<file path="config.mk">
export PLATFORM = sky130hd
export DESIGN_NAME = if_stage_flat
export DESIGN_NICKNAME = d
export VERILOG_FILES = /design/src/rtl/riscv_pkg.sv /design/src/rtl/if_stage_if.sv /design/src/rtl/if_stage.sv /design/src/flat_wrapper.sv
export SDC_FILE = /design/constraint.sdc
export NUM_CORES = 1
export LEC_CHECK = 0
export ABC_AREA = 1
export CELL_PAD_IN_SITES_DETAIL_PLACEMENT = 1
export CELL_PAD_IN_SITES_GLOBAL_PLACEMENT = 1
export CORE_AREA = 2 2 89 91
export DETAILED_ROUTE_END_ITERATION = 7
export DIE_AREA = 0 0 91 93
export PLACE_DENSITY = 0.86
export SYNTH_ARGS = -nofsm -noshare
export SYNTH_HDL_FRONTEND = slang
export SYNTH_SLANG_ARGS = --single-unit
export TNS_END_PERCENT = 5
</file>
<file path="constraint.sdc">
create_clock -name clk -period 1.5 [get_ports clk]
set_input_delay 0.15 -clock clk [delete_from_list [all_inputs] [get_ports clk]]
set_output_delay 0.15 -clock clk [all_outputs]
set_load 0.005 [all_outputs]
</file>
<file path="src/rtl/riscv_pkg.sv">
// riscv_pkg: opcodes, NOP encoding and fetch state shared by the pipeline stages
package riscv_pkg;
  localparam logic [6:0] R_TYPE = 7'b0110011;
  localparam logic [6:0] I_TYPE = 7'b0010011;
  localparam logic [6:0] LW     = 7'b0000011;
  localparam logic [6:0] SW     = 7'b0100011;
  localparam logic [6:0] BR     = 7'b1100011;
  localparam logic [6:0] HALT   = 7'b1111111;
  localparam logic [31:0] NOP_INSTR = 32'h00000013;
  typedef enum logic {RUN, HALTED} fetch_state_t;
endpackage

</file>
<file path="src/rtl/if_stage_if.sv">
// if_stage_if: instruction-memory bus and IF/ID register outputs of the fetch stage
interface if_stage_if #(
  parameter int PC_W  = 9,
  parameter int INS_W = 32
);
  logic [PC_W-1:0]  imem_addr;
  logic [INS_W-1:0] imem_rdata;
  logic [PC_W-1:0]  if_id_pc;
  logic [INS_W-1:0] if_id_instr;
  logic             if_id_valid;
  modport master (output imem_addr, input imem_rdata, output if_id_pc, output if_id_instr, output if_id_valid);
  modport slave  (input imem_addr, output imem_rdata, input if_id_pc, input if_id_instr, input if_id_valid);
endinterface

</file>
<file path="src/rtl/if_stage.sv">
// if_stage: PC register, IF/ID pipeline register, stall/flush handling and halt latch
module if_stage
  import riscv_pkg::*;
#(
  parameter int             PC_W     = 9,
  parameter int             INS_W    = 32,
  parameter logic [PC_W-1:0] RESET_PC = '0
) (
  input  logic            clk,
  input  logic            reset,
  input  logic            stall,
  input  logic            branch_taken,
  input  logic [PC_W-1:0] branch_target,
  input  logic            id_halt,
  output logic            halted,
  if_stage_if.master      bus
);
  fetch_state_t     state_q, state_d;
  logic [PC_W-1:0]  pc_q, pc_d, if_id_pc_q, if_id_pc_d;
  logic [INS_W-1:0] instr_q, instr_d;
  logic             valid_q, valid_d;
  always_comb begin
    state_d    = state_q;
    pc_d       = pc_q;
    if_id_pc_d = if_id_pc_q;
    instr_d    = instr_q;
    valid_d    = valid_q;
    if (state_q == RUN) begin
      if (branch_taken || id_halt) begin
        // a taken branch is older than the HALT in ID, so it wins and flushes it
        state_d    = branch_taken ? RUN : HALTED;
        pc_d       = branch_taken ? {branch_target[PC_W-1:2], 2'b00} : pc_q;
        if_id_pc_d = '0;
        instr_d    = NOP_INSTR;
        valid_d    = 1'b0;
      end else if (!stall) begin
        pc_d       = pc_q + PC_W'(4);
        if_id_pc_d = pc_q;
        instr_d    = bus.imem_rdata;
        valid_d    = 1'b1;
      end
    end
  end
  always_ff @(posedge clk) begin
    if (reset) begin
      state_q    <= RUN;
      pc_q       <= RESET_PC;
      if_id_pc_q <= '0;
      instr_q    <= NOP_INSTR;
      valid_q    <= 1'b0;
    end else begin
      state_q    <= state_d;
      pc_q       <= pc_d;
      if_id_pc_q <= if_id_pc_d;
      instr_q    <= instr_d;
      valid_q    <= valid_d;
    end
  end
  assign bus.imem_addr   = pc_q;
  assign bus.if_id_pc    = if_id_pc_q;
  assign bus.if_id_instr = instr_q;
  assign bus.if_id_valid = valid_q;
  assign halted          = (state_q == HALTED);
endmodule

</file>
<file path="src/flat_wrapper.sv">
// flat-port wrapper written by rule: the top's interface ports become plain ports
module if_stage_flat import riscv_pkg::*;
#(
  parameter int             PC_W     = 9,
  parameter int             INS_W    = 32,
  parameter logic [PC_W-1:0] RESET_PC = '0
)
  (clk, reset, stall, branch_taken, branch_target, id_halt, halted, bus_imem_addr, bus_imem_rdata, bus_if_id_pc, bus_if_id_instr, bus_if_id_valid);
  if_stage_if #(.PC_W(PC_W), .INS_W(INS_W)) bus_i ();
  input  logic clk;
  input  logic reset;
  input  logic stall;
  input  logic branch_taken;
  input  logic [PC_W-1:0] branch_target;
  input  logic id_halt;
  output logic halted;
  output wire logic [$bits(bus_i.imem_addr)-1:0] bus_imem_addr;
  input wire logic [$bits(bus_i.imem_rdata)-1:0] bus_imem_rdata;
  output wire logic [$bits(bus_i.if_id_pc)-1:0] bus_if_id_pc;
  output wire logic [$bits(bus_i.if_id_instr)-1:0] bus_if_id_instr;
  output wire logic [$bits(bus_i.if_id_valid)-1:0] bus_if_id_valid;
  assign bus_imem_addr = bus_i.imem_addr;
  assign bus_i.imem_rdata = bus_imem_rdata;
  assign bus_if_id_pc = bus_i.if_id_pc;
  assign bus_if_id_instr = bus_i.if_id_instr;
  assign bus_if_id_valid = bus_i.if_id_valid;
  if_stage #(.PC_W(PC_W), .INS_W(INS_W), .RESET_PC(RESET_PC)) u_core (.clk(clk), .reset(reset), .stall(stall), .branch_taken(branch_taken), .branch_target(branch_target), .id_halt(id_halt), .halted(halted), .bus(bus_i));
endmodule
</file>
==> metrics <==
register area share after synthesis=~45%; DR DRC count=0; port bufs=91; ranking of synthesized cells by area=dfxtp_1 45%, nand2_1 13%, a21oi_2 9.4%; Synth Cell Area=roughly 2100 sq um; CP max stage cell=clkdlybuf4s50_1; Startpoint Class=flop; Yosys top cell area share=between 40 and 50%; share of layout cells above drive strength 1=20.3%; maximum clock insertion buffer count=2; Initial Util=between 20 and 30%; Async S/R FF share, synth=0%; CP required=~1.4 ns; WL/cell=13.0 um; worst-path fanout max=5; DR iter-0 viols=60; first-pass GRT wire length=10100 um; Final Max Tran Viols=0; Max VDD drop=426 uV; Final Hold Viols=0; Syn-to-layout area delta=49.5%; Hold Crit Class=in2reg; Clock Skew=approximately 0.0079 ns; final worst path period share=between 90 and 100%; syn avg cell area=around 8 sq um; GRT Total Usage=around 15%; TritonRoute pass-1 iters=4; Critical Path End Type=output pin; Core Util, Final=42.5%; critical path data arrival time=approximately 1.3 ns; Rows=32; Die X=~91 um; pin count of the biggest net entering global routing=36; Flop pwr share=between 50% and 60%; I/O pin cnt=98; number of global-route vias before repair=about 2100; Yosys Warn Count=0; CTS Buf Count=5; core area=roughly 7500 sq um; Worst-Skew Late Latency=about 0.30 ns; delay-heaviest family, CP=buffers and inverters; ANT cells=0; Buf/Inv on CP=1; RSZ-0062 raised after global routing=false; Final nets=approximately 400; CTS tree=built; Vias per Instance=between 4 and 5; synth cell count leaders=75 x nand2_1, 48 x dfxtp_1, 23 x a21oi_2; Synth area leader=dfxtp_1; flops & latches, synth=48; Clock power frac=between 20% and 30%; max-cap viol count=0; Sw Ratio=27.3%; crit path cell chain=clkdlybuf4s50_1; Final ANT Viol Nets=0; drt total wl=~6000 um; DIE AREA=~8500 sq um; endpoints failing setup=0; post-synthesis cell type count=26; Clk pin slew, worst setup/hold paths=around 0.090 ns; hold_buf cts=0; GPL Wtd Cong=approximately 0.82; Final HPWL DP=about 4600 um; FILL cells=about 960; Gate power share=approximately 20%; crit path kind=reg2out; CTS root buf=clkbuf_8; Final min period=~1.4 ns; number of flops mapped to enable cells by yosys=0; design internal power=roughly 1900 uW; leak pwr=0.00117 uW; most common cell in the netlist=nand2_1; Final TNS setup=0 ns; Sink Count=48; top_reg_cell synth=dfxtp_1; initial antenna violation count=0; pwr/cell area=between 800 and 900 nW/um^2; Mapped Cells=between 200 and 300; postcts setup bufs=0; vias=2020; Die Y=93 um; status=finished, final reports clean; NetSw=slightly above 700 uW; fmax=0.705 GHz; remaining global-route overflow=0; # H-tree levels=2; CP max stage delay=between 0.5 and 0.6 ns
layout by cell type, fill, tap and decap left out, drive strengths merged:
| cell type | n |
|---|---|
| clkdlybuf4s50 | 90 |
| o22ai | 3 |
| ha | 1 |
| conb | 4 |
| nor2 | 21 |
| nor3 | 1 |
| clkinv | 3 |
| clkbuf | 5 |
| buf | 12 |
| a21oi | 41 |
| or2 | 1 |
| inv | 16 |
| nand2 | 99 |
| nand3 | 8 |
| dfxtp | 48 |
| o21bai | 2 |
| o21ai | 5 |
per-stage QoR:
stage	hold slack (ns)	total power, uW	cells	instance area [sq um]	worst slack, ns
2_1_floorplan	0.277	1660	267	2150	0.353
3_3_place_gp	0.450	1910	454	3110	-0.0103
3_5_place_dp	0.460	1930	454	3110	-0.102
4_1_cts	0.217	2710	462	3200	0.0565
5_1_grt	0.217	2830	462	3200	0.0144
6_report	0.220	2660	462	3200	0.0813
flip-flops by register name, indices dropped and copies added (netlist names):
signal and flops:
u_core.bus.if_id_pc 7, u_core.bus.imem_addr 7, u_core.bus.if_id_instr 32, u_core.halted 1
u_core.bus.if_id_valid 1
what timing repair did:
action,in CTS,in global routing
setup endpoints to repair,1,1
endpoints found under the hold margin,0,0
resized for setup,1,1
cell families after synthesis:
| group | synth area share (%) |
|---|---|
| compound gates | 16.4 |
| fa+ha+maj | 0.584 |
| buf+inv | 10.8 |
| flops | 44.9 |
| other cells | 0.175 |
| simple gates | 27.2 |
power by group through the flow:
stage               sequential (uW)  clock, uW  combinational, uW
floorplan                      1400          0                259
global placement               1400          0                513
detailed placement             1400          0                529
CTS                            1370        809                532
global route                   1380        870                577
finish                         1370        766                521
final timing paths:
check	startpoint	to	slack (ns)	cells past startpoint
worst min register to register	u_core.bus.if_id_instr[6]	u_core.bus.if_id_instr[6]	0.47	2
worst min-delay path	reset	u_core.bus.if_id_pc[6]	0.22	2
worst max-delay path	u_core.bus.imem_addr[7]	bus_imem_addr[7]	0.08	1
worst max register to register	u_core.bus.imem_addr[2]	u_core.bus.imem_addr[4]	0.26	6
metal layers:
metal	part of all wire, %	track usage, %	up-vias
met3	6.0	4.19	4
met1	44	18.8	942
met4	0.78	2.02	0
met5	0	0	-
li1	-	-	1012
met2	49	24.7	62
area by class of cell:
cell class	count	area, sq um	area share [%]
Clock buffer	5	68.8	2.15
Clock inverter	3	18.8	0.586
Inverter	16	72.6	2.27
Multi-Input combinational cell	186	961	30.0
Sequential cell	48	963	30.1
Tap cell	102	128	3.99
Timing Repair Buffer	102	988	30.9
Power figures use the tool's default switching activity.
